--- config.mk ---
export PLATFORM = sky130hd
export DESIGN_NAME = ivl_uvm_ovl_clk_mon
export DESIGN_NICKNAME = d
export VERILOG_FILES = /design/src/rtl/ivl_uvm_ovl_clk_mon.sv
export SDC_FILE = /design/constraint.sdc
export NUM_CORES = 1
export LEC_CHECK = 0
export ABC_AREA = 0
export CAP_MARGIN = 20
export CORE_MARGIN = 5
export CORE_UTILIZATION = 30
export CTS_BUF_LIST = sky130_fd_sc_hd__clkbuf_8
export CTS_CLUSTER_SIZE = 14
export DETAILED_ROUTE_END_ITERATION = 6
export PLACE_DENSITY_LB_ADDON = 0.25
export RECOVER_POWER = 50
export SLEW_MARGIN = 30
export SYNTH_ARGS = -nofsm -noshare
export SYNTH_HDL_FRONTEND = slang
export SYNTH_SLANG_ARGS = --single-unit
--- constraint.sdc ---
create_clock -name clk -period 3.9 [get_ports clk]
set_input_delay 0.78 -clock clk [delete_from_list [all_inputs] [get_ports clk]]
set_output_delay 0.78 -clock clk [all_outputs]
set_load 0.05 [all_outputs]
--- src/rtl/ivl_uvm_ovl_clk_mon.sv ---
// Clock monitor: measures high/low phase lengths of mon_clk in clk cycles and flags period, duty and stuck faults.
// Duty checking is built only when IVL_UVM_OVL_CLK_MON_DUTY_CHK_EN is defined; otherwise duty_err is tied low.
module ivl_uvm_ovl_clk_mon #(
   parameter int CNT_W        = 16,
   parameter int MIN_PERIOD   = 8,
   parameter int MAX_PERIOD   = 12,
   parameter int TIMEOUT      = 64,
   parameter int DUTY_MIN_PCT = 40,
   parameter int DUTY_MAX_PCT = 60
) (
   input  logic             clk,
   input  logic             rst_n,
   input  logic             mon_en,
   input  logic             mon_clk,
   output logic             meas_valid,
   output logic [CNT_W-1:0] hi_cnt,
   output logic [CNT_W-1:0] lo_cnt,
   output logic [CNT_W:0]   period_cnt,
   output logic             per_err,
   output logic             duty_err,
   output logic             stuck_err
);

   typedef enum logic [1:0] {IDLE, MEAS_HIGH, MEAS_LOW, STUCK} state_t;

   localparam logic [31:0] TIMEOUT_W = TIMEOUT;
   localparam logic [31:0] MIN_W     = MIN_PERIOD;
   localparam logic [31:0] MAX_W     = MAX_PERIOD;

   state_t           state_q, state_d;
   logic             sync1_q, sync2_q, dly_q, rise_q, fall_q;
   logic             rise_d, fall_d;
   logic [CNT_W-1:0] cnt_q, cnt_d, cnt_inc;
   logic [CNT_W-1:0] hi_q, hi_d;
   logic             hi_vld_q, hi_vld_d;
   logic             meas_valid_q, meas_valid_d;
   logic             per_err_q, per_err_d;
   logic             stuck_q, stuck_d;
   logic [CNT_W-1:0] hi_cnt_q, hi_cnt_d, lo_cnt_q, lo_cnt_d;
   logic [CNT_W:0]   period_cnt_q, period_cnt_d, sum;
   logic             edge_seen, timeout_hit;

   // Edge pulses are registered so the detect stage is its own pipeline step.
   assign rise_d = sync2_q & ~dly_q;
   assign fall_d = ~sync2_q & dly_q;

   always_ff @(posedge clk or negedge rst_n) begin
      if (!rst_n) begin
         sync1_q <= 1'b0;
         sync2_q <= 1'b0;
         dly_q   <= 1'b0;
         rise_q  <= 1'b0;
         fall_q  <= 1'b0;
      end else begin
         sync1_q <= mon_clk;
         sync2_q <= sync1_q;
         dly_q   <= sync2_q;
         rise_q  <= rise_d;
         fall_q  <= fall_d;
      end
   end

`ifdef IVL_UVM_OVL_CLK_MON_DUTY_CHK_EN
   localparam int DW = CNT_W + 8;
   logic          duty_err_q, duty_err_d, duty_bad;
   logic [DW-1:0] hi_x100, dmin_lim, dmax_lim;

   always_comb begin
      hi_x100  = DW'(hi_q) * DW'(100);
      dmin_lim = DW'(sum) * DW'(DUTY_MIN_PCT);
      dmax_lim = DW'(sum) * DW'(DUTY_MAX_PCT);
      duty_bad = (hi_x100 < dmin_lim) | (hi_x100 > dmax_lim);
   end

   always_ff @(posedge clk or negedge rst_n) begin
      if (!rst_n) duty_err_q <= 1'b0;
      else        duty_err_q <= duty_err_d;
   end

   assign duty_err = duty_err_q;
`else
   assign duty_err = 1'b0;
`endif

   always_comb begin
      edge_seen   = rise_q | fall_q;
      cnt_inc     = (cnt_q == {CNT_W{1'b1}}) ? cnt_q : cnt_q + 1'b1;
      timeout_hit = ~edge_seen & (32'(cnt_inc) >= TIMEOUT_W);
      sum         = {1'b0, hi_q} + {1'b0, cnt_q};

      state_d      = state_q;
      cnt_d        = edge_seen ? {{(CNT_W-1){1'b0}}, 1'b1} : cnt_inc;
      hi_d         = hi_q;
      hi_vld_d     = hi_vld_q;
      meas_valid_d = 1'b0;
      per_err_d    = 1'b0;
      stuck_d      = stuck_q;
      hi_cnt_d     = hi_cnt_q;
      lo_cnt_d     = lo_cnt_q;
      period_cnt_d = period_cnt_q;
`ifdef IVL_UVM_OVL_CLK_MON_DUTY_CHK_EN
      duty_err_d   = 1'b0;
`endif

      if (!mon_en) begin
         state_d = IDLE;
         cnt_d   = '0;
         stuck_d = 1'b0;
      end else begin
         case (state_q)
            IDLE: begin
               if (rise_q) begin
                  state_d = MEAS_HIGH;
               end else if (timeout_hit) begin
                  state_d = STUCK;
                  stuck_d = 1'b1;
               end
            end
            MEAS_HIGH: begin
               if (fall_q) begin
                  state_d  = MEAS_LOW;
                  hi_d     = cnt_q;
                  hi_vld_d = 1'b1;
               end else if (timeout_hit) begin
                  state_d = STUCK;
                  stuck_d = 1'b1;
               end
            end
            MEAS_LOW: begin
               if (rise_q) begin
                  state_d = MEAS_HIGH;
                  // A low phase entered from STUCK has no matching high phase to pair with.
                  if (hi_vld_q) begin
                     meas_valid_d = 1'b1;
                     hi_cnt_d     = hi_q;
                     lo_cnt_d     = cnt_q;
                     period_cnt_d = sum;
                     per_err_d    = (32'(sum) < MIN_W) | (32'(sum) > MAX_W);
`ifdef IVL_UVM_OVL_CLK_MON_DUTY_CHK_EN
                     duty_err_d   = duty_bad;
`endif
                  end
               end else if (timeout_hit) begin
                  state_d = STUCK;
                  stuck_d = 1'b1;
               end
            end
            STUCK: begin
               if (rise_q) begin
                  state_d = MEAS_HIGH;
                  stuck_d = 1'b0;
               end else if (fall_q) begin
                  state_d  = MEAS_LOW;
                  hi_vld_d = 1'b0;
                  stuck_d  = 1'b0;
               end
            end
            default: state_d = IDLE;
         endcase
      end
   end

   always_ff @(posedge clk or negedge rst_n) begin
      if (!rst_n) begin
         state_q      <= IDLE;
         cnt_q        <= '0;
         hi_q         <= '0;
         hi_vld_q     <= 1'b0;
         meas_valid_q <= 1'b0;
         per_err_q    <= 1'b0;
         stuck_q      <= 1'b0;
         hi_cnt_q     <= '0;
         lo_cnt_q     <= '0;
         period_cnt_q <= '0;
      end else begin
         state_q      <= state_d;
         cnt_q        <= cnt_d;
         hi_q         <= hi_d;
         hi_vld_q     <= hi_vld_d;
         meas_valid_q <= meas_valid_d;
         per_err_q    <= per_err_d;
         stuck_q      <= stuck_d;
         hi_cnt_q     <= hi_cnt_d;
         lo_cnt_q     <= lo_cnt_d;
         period_cnt_q <= period_cnt_d;
      end
   end

   assign meas_valid = meas_valid_q;
   assign hi_cnt     = hi_cnt_q;
   assign lo_cnt     = lo_cnt_q;
   assign period_cnt = period_cnt_q;
   assign per_err    = per_err_q;
   assign stuck_err  = stuck_q;

endmodule

# Word-level counts from Yosys, hierarchy flattened
# Index checks and enable logic that the tools add are counted.
word_totals:
  reg_bits: 92
  in_bits: 4
op_classes:
  addsub: 2
  order_cmp: 3
  n_eq_ne: 10
  muxes: 28
  bitwise: 8
  n_reduce_logical: 7
op_table:
  columns: ["operator", "count"]
  rows:
  - ["$mux 16", 3]
  - ["$add 16x16->17", 1]
  - ["$gt 17x4->1 const B", 1]
  - ["$lt 17x4->1 const B", 1]
  - ["$add 16x1->16 const B", 1]
  - ["$eq 16x16->1 const B", 1]
  - ["$ge 16x7->1 const B", 1]
  - ["$mux 1", 16]
  - ["$mux 2", 6]
  - ["$ne 2x2->1 const B", 3]
  - ["$ne 3x3->1 const B", 2]
  - ["$pmux 2 s3", 1]
  - ["$reduce_and 3->1", 2]
  - ["$reduce_and 5->1", 1]
  - ["$eq 2x2->1 const B", 2]
  - ["$ne 4x4->1 const B", 1]
  - ["$reduce_and 4->1", 1]
  - ["$and 1x1->1", 3]
  - ["$not 1->1", 3]
  - ["$pmux 1 s3", 1]
  - ["$eq 2x1->1 const B", 1]
  - ["$logic_not 2->1", 1]
  - ["$or 1x1->1", 2]
  - ["$pmux 1 s2", 1]
  - ["other kinds (2)", 2]

# Longest topological paths before layout
# Gate-level depths: netlist (run 1).
logic_depth:
  depth_word: 8
  mapped_depth: 11

# Least setup slack after synthesis (run 1)
# Ideal clock, no wire load.
synth_path:
  kind: "register to register"
  from: "register cnt_q[0]"
  to: "register per_err_q (netlist: per_err)"
  arrival_ps: 2646
  required_ps: 3764
  setup_slack_ps: 1117
  path_stages_with_launch: 12
  path_buffers: 0
  period_less_slack_ps: 2783
  path_cell_list: "dfrtp_1 ha_1 inv_1 fa_1 nor2b_4 o31a_1 o221a_1 or3_4 a2111oi_4 nand4b_1 nor4_1 a31oi_1"
synth_between:
  elab_chain_len: 7
synth_rtl:
  columns: ["item", "line", "source"]
  rows:
  - ["start, declared", "33", "logic [CNT_W-1:0] cnt_q, cnt_d, cnt_inc;"]
  - ["start signal, assigned", "177", "cnt_q <= cnt_d;"]
  - ["$add 16x16->17 (*)", "89", "sum = {1'b0, hi_q} + {1'b0, cnt_q};"]
  - ["$lt 17x4->1 / $gt 17x4->1 (equally long branches)", "138", "per_err_d = (32'(sum) < MIN_W) | (32'(sum) > MAX_W);"]
  - ["$or 1x1->1 (*)", "138", null]
  - ["$mux 1 (*)", "133", "if (hi_vld_q) begin"]
  - ["$mux 1 (*)", "130", "if (rise_q) begin"]
  - ["$mux 1 (*)", "110", "case (state_q)"]
  - ["$mux 1 (*)", "105", "if (!mon_en) begin"]
  - ["net per_err_d", "37", "logic per_err_q, per_err_d;"]
  - ["end signal, assigned", "181", "per_err_q <= per_err_d;"]
  - ["end, declared", "37", null]
# Mark *: on every way through the listed nets, which the timed path passes. The rest lies on a longest branch.
# A chain may end at the register's enable or synchronous reset.

# Worst setup path after layout (run 1)
# Same ends and word-level chain as after synthesis.

==> results of run 1 <==
==> cell type report <==
class	count	area [sq um]
Timing Repair Buffer	61	587
Inverter	9	33.8
Multi-Input combinational cell	350	2130
Fill cell	1522	9500
Tap cell	188	235
Sequential cell	92	2300
Clock buffer	10	138
Clock inverter	6	111
==> flip-flops by register name (all words and copies together), names as in the netlist, 2 cells and up <==
name	count
cnt_q	16
hi_cnt	16
lo_cnt	16
state_q	2
hi_q	16
period_cnt	17
==> routing by layer <==
metal | track usage | vias up
li1 | - | 1730
met5 | 0 | -
met2 | 0.213 | 72
met4 | 0.0554 | 0
met1 | 0.163 | 1715
met3 | 0.0302 | 16
==> worst min-delay path by stage <==
stage / from / cells past startpoint / slack, ns / end
after CTS: sync1_q / 0 / 0.36 / sync2_q
after detailed placement: sync1_q / 0 / 0.34 / sync2_q
after global routing: sync1_q / 0 / 0.38 / sync2_q
after floorplan: sync1_q / 0 / 0.33 / sync2_q
final: sync1_q / 0 / 0.36 / sync2_q
after global placement: sync1_q / 0 / 0.34 / sync2_q
==> report_power, final <==
part | internal [mW] | total [mW] | switching, mW
Clock | 0.443 | 0.804 | 0.360
Combinational | 0.0228 | 0.0739 | 0.0511
Sequential | 0.966 | 0.978 | 0.0117
==> stage by stage <==
step | util | setup slack (ns) | instances
global placement | 0.352 | 0.936 | 700
finish | 0.368 | 0.824 | 716
floorplan | - | 1.12 | 472
global route | 0.368 | 0.516 | 716
CTS | 0.369 | 0.848 | 716
detailed placement | 0.352 | 0.862 | 700
==> logic make-up (layout without fill, tap and decap cells) <==
family	count (synthesis)	in the layout
muxes	21	21
adders and majority gates	18	18
xor gates and xnor gates	19	19
other	1	1
AOI/OAI and AO/OA	81	81
and+or+nand+nor	210	210
buffers and inverters	30	86
DFF	92	92
==> critical path: cells and delay by family (launching register included) <==
| kind | cells | cell delay (ns) |
|---|---|---|
| compound gates | 4 | 1.02 |
| fa+ha+maj | 2 | 0.51 |
| buf+inv | 1 | 0.07 |
| flops | 1 | 0.48 |
| simple gates | 4 | 0.83 |
==> cell usage in the layout (no fill, tap or decap), drive strengths merged, types with 2 or more instances in the layout <==
master,n
a2111oi,2
a211oi,2
a21boi,2
a21o,5
a21oi,11
a31oi,9
and2,3
and3,4
and4,4
buf,5
bufinv,3
clkbuf,12
clkdlybuf4s50,52
clkinv,2
dfrtp,92
dlygate4sd3,2
ha,17
inv,9
mux2,20
nand2,123
nand3,14
nand4,5
nand4b,2
nor2,28
nor2b,7
nor3,10
nor3b,2
nor4,2
o211ai,4
o21a,3
o21ai,27
o31a,2
o31ai,2
or2,2
or3,3
xnor2,9
xor2,10
==> results.txt, run 1 <==
syn_area_per_cell = 9.64 sq um
Peak supply drop = 0.000160 V
vias in the first global route = 3596
post-route cell area = 0.00554 sq mm
Clock Sinks = 92
Static Leak = 2.60 nW
Critical-path top delay cell = dfrtp_1
WP data arrival = 3.30 ns
FMAX = 0.325 GHz
Crit Path Class = flip-flop to flip-flop
XOR/XNOR Fraction of Synth Area = 0.0366
Power Total = 1.86 mW
Reg clk slew, reported paths = 0.09 ns
initial antenna violation count = 0
Setup Buffers After CTS = 0
WHS = 0.358 ns
Critical Path RT = 4.12 ns
Critical path origin = cnt_q[0]
Die Wd = 133 microns
final WL = 11200 microns
cts bufs inserted = 9
Mapped Cells = 472
worst stage delay on the critical path = 0.48 ns
pin count of the biggest net entering global routing = 57
status = complete, but fails checks
FF+latch count, synth = 92
Core ar. = 0.0150 sq mm
Async SR Flop Fraction = 1.00
via density per instance = 4.93
port bufs = 55
worst r2r dst = per_err
reg-to-reg slack, setup = 0.82 ns
Setup Skew = 0.00780 ns
GRT Total Usage = 0.129
M1 WL = 5100 microns
DR WL/cell = 15.7 microns
fin nets = 545
gr ovfl total = 0
max_cap viols = 1
fin. max-slew vios = 50
setup_tns = 0 ns
PwrDens = 335 mW/mm^2
Commonest cells post-synth = nand2_1, dfrtp_1, nor2_1
Clk Latency, worst-skew pair = 0.38 ns
post-synthesis simple-gate area fraction = 0.208
CTS tree = yes
final worst-path cycle share = 0.789
Adder-Cell Fraction of Synth Area = 0.0511
final setup fails = 0
first-iteration detailed-routing DRC count = 176
Startpoint Class = flip-flop
Die Span Y = 133 microns
Top Ports = 57
failing checks = capacitance limit, slew limit
worst r2r src = cnt_q[0]
top-count cell post-synth = nand2_1
post-synth net total = 494
Row Count = 45
synthesized cell area = 0.00455 sq mm
router iterations before antenna repair = 4
Seq/Total Area, Yosys = 0.506
Initial Util = 0.303
Root Driver = clkbuf_8
combinational family with the most area after synthesis = simple AND/OR/NAND/NOR gates
DR top layer = met4
Cell Area, Placed = 0.00529 sq mm
first-pass GRT wire length = 18400 microns
maximum fanout along the worst path = 7
area delta synth->final = 21.6%
final hold vios = 0
compound-cell area share of the yosys netlist = 0.120
routed vias = 3533
mux cell area share after synthesis = 0.0517
Final Critical Period = 3.08 ns
cell count of the worst reg-to-reg path = 11
die area = 0.0177 sq mm
Most used DFF post-synth = dfrtp_1
Worst setup endpoint = per_err
# diodes = 0
synth unique cells = 56
Post-route DRC = 0
htree depth = 3
synth top area cells = dfrtp_1, nand2_1, mux2_2
metal2 WL = 5420 microns
largest area contributor in the netlist = dfrtp_1
met3 WL = 447 microns
GP Congestion = 0.856
worst slew pin tran = 2.67 ns
hold_buf cts = 0
Yosys top cell area share = 0.506
Rel. slew slack = -0.781
RSZ-0062 raised after global routing = no
CTS max path bufs = 2
worst path cell trace = ha_1 -> inv_1 -> fa_1 -> nor2b_4 -> o31a_1 -> o221a_1 -> or3_4 -> a2111oi_4 -> nand4b_1 -> nor4_1 -> a31oi_1
share of cells above drive strength 1 = 0.0909
post-route antenna net violation count = 0
Syn. warnings = 0
HPWL Detailed = 8070 microns
critical path endpoint category = flip-flop
Resize count post-CTS = 0
worst min-delay path class = flip-flop to flip-flop
Post-synth EDFFs = 0
No activity file was read; power rests on OpenSTA's default activity.
==> run 2, diff against run 1 <==
==> constraint.sdc (replaced) <==
create_clock -name clk -period 2.5 [get_ports clk]
set_input_delay 0.5 -clock clk [delete_from_list [all_inputs] [get_ports clk]]
set_output_delay 0.5 -clock clk [all_outputs]
set_load 0.05 [all_outputs]
==> run 2 against run 1 <==
Net effect: the run ends with capacitance limit, slew limit, setup timing left; cell count rose by 6.1%; clock-buffer cell count is 1 higher; clock power grew 29%; clock skew increased by 0.0025 ns; critical path depth is 1 higher; via count up 4.3%; die area stayed put; largest cell class unchanged; register-to-register slack lost 0.99 ns; design area grew 6.1%; first-iteration DRC count increased by 4.0%; sequential power up 55%; power is 46% higher.
==> results.txt, run 2 (same netlist as run 1, synthesis figures left out) <==
Static Leak = 2.82 nW
commonest non-fill, non-tap cell in the layout = nand2_1
die area = 0.0177 sq mm
Rel. slew slack = -0.382
number of flip-flops in the largest register = 17
Worst setup endpoint = per_err
final setup fails = 2
post-route cell area = 0.00587 sq mm
router iterations before antenna repair = 4
maximum fanout along the worst path = 3
fillers = 1527
WHS = 0.362 ns
setup ws final = -0.170 ns
FMAX = 0.375 GHz
status = complete, but fails checks
pre-CTS WS = -0.223 ns
Die Wd = 133 microns
GRT busiest layer = met2
share of cells above drive strength 1 = 0.177
final worst-path cycle share = 1.07
post-route antenna net violation count = 0
Cell Area, Placed = 0.00566 sq mm
most frequent cells in the layout = nand2_1, dfrtp_1, clkdlybuf4s50_1, buf_4, nor2_1
Startpoint Class = flip-flop
CTS max path bufs = 2
RSZ-0062 raised after global routing = yes
cell count of the worst reg-to-reg path = 12
vias in the first global route = 3769
Clk Latency, worst-skew pair = 0.38 ns
Final Critical Period = 2.67 ns
routed vias = 3684
fin. max-slew vios = 38
area delta synth->final = 29.1%
via density per instance = 4.85
Die Span Y = 133 microns
Top Ports = 57
worst r2r dst = per_err
worst r2r src = hi_q[0]
max_cap viols = 1
gr ovfl total = 0
met2 Use GR = 0.222
Peak supply drop = 0.000327 V
GP Congestion = 0.846
final hold vios = 0
reg-to-reg slack, setup = -0.17 ns
GR Layer Usage met1 = 0.179
Crit Path Class = flip-flop to flip-flop
Setup Skew = 0.0103 ns
worst slew pin tran = 2.07 ns
PwrDens = 462 mW/mm^2
Post-route DRC = 0
HPWL Detailed = 8500 microns
initial antenna violation count = 0
Clock Sinks = 92
# diodes = 0
Core ar. = 0.0150 sq mm
Row Count = 45
first-pass GRT wire length = 19400 microns
port bufs = 55
Root Driver = clkbuf_8
CTS tree = yes
first-iteration detailed-routing DRC count = 183
fin util = 0.391
Reg clk slew, reported paths = 0.09 ns
Critical path origin = hi_q[0]
Hold Path Stages = 0
worst min-delay path class = flip-flop to flip-flop
pin count of the biggest net entering global routing = 57
Critical Path RT = 2.80 ns
cts bufs inserted = 9
htree depth = 3
failing checks = capacitance limit, slew limit, setup timing
final WL = 11600 microns
GRT Total Usage = 0.137
WP data arrival = 2.97 ns
DR WL/cell = 15.3 microns
met3 Track Usage GR = 0.0302
critical path endpoint category = flip-flop
Initial Util = 0.303
fin nets = 589
[run 2: cell types whose count changed in the layout (fill, tap and decap cells not counted), moves of 2 or more]
cell and delta:
o21ai_0 -2, buf_4 +42, o21ai_2 +2, bufinv_16 -2
[run 2: how the worst min path moves through the flow]
stage,from,end
finish,sync1_q,sync2_q
detailed placement,sync1_q,sync2_q
global route,sync1_q,sync2_q
floorplan,rst_n,cnt_q[0]
global placement,sync1_q,sync2_q
CTS,rst_n,hi_cnt[0]
[run 2: area by class of cell]
class / count / area (sq um) / share of cell area
Timing Repair Buffer: 105 / 933 / 0.159
Inverter: 9 / 33.8 / 0.00575
Multi-Input combinational cell: 350 / 2170 / 0.369
Clock buffer: 11 / 151 / 0.0258
Tap cell: 188 / 235 / 0.0400
Sequential cell: 92 / 2300 / 0.392
Clock inverter: 5 / 51.3 / 0.00873
[run 2: what timing repair did]
item	4_1_cts	5_1_grt
buffers inserted	2	0
setup endpoints to repair	2	9
gates resized for setup	0	8
pin swaps	7	2
hold buffers	0	0
gates cloned	0	0
[run 2: power breakdown]
part / switching (mW) / leakage [nW] / total, mW / internal, mW
clock: 0.533 / 0.107 / 1.04 / 0.510
combinational: 0.0971 / 1.45 / 0.152 / 0.0549
sequential: 0.0133 / 1.27 / 1.52 / 1.51
total: 0.644 / 2.82 / 2.72 / 2.07
[run 2: metal layers]
metal,vias to the layer above,share of wire
met3,16,0.040
met5,-,0
met2,85,0.48
met4,0,0.020
li1,1815,-
met1,1768,0.46
[run 2: worst max-delay path: stages, from the launching register on]
cell and delay, ns:
dfrtp_1 0.39, ha_2 0.20, inv_2 0.06, fa_2 0.22, nor2b_4 0.05, o31a_1 0.27
buf_4 0.15, o31a_1 0.29, o21ai_2 0.15, or4b_1 0.45, o211ai_1 0.13, nor4_1 0.09
a31oi_1 0.16
[run 2: through the flow]
step | TNS [ns] | power, mW | std cells
floorplan | -0.153 | 1.61 | 472
global placement | -0.170 | 1.70 | 742
detailed placement | -0.278 | 1.71 | 742
CTS | -0.302 | 2.76 | 760
global route | -2.83 | 2.84 | 760
finish | -0.258 | 2.72 | 760
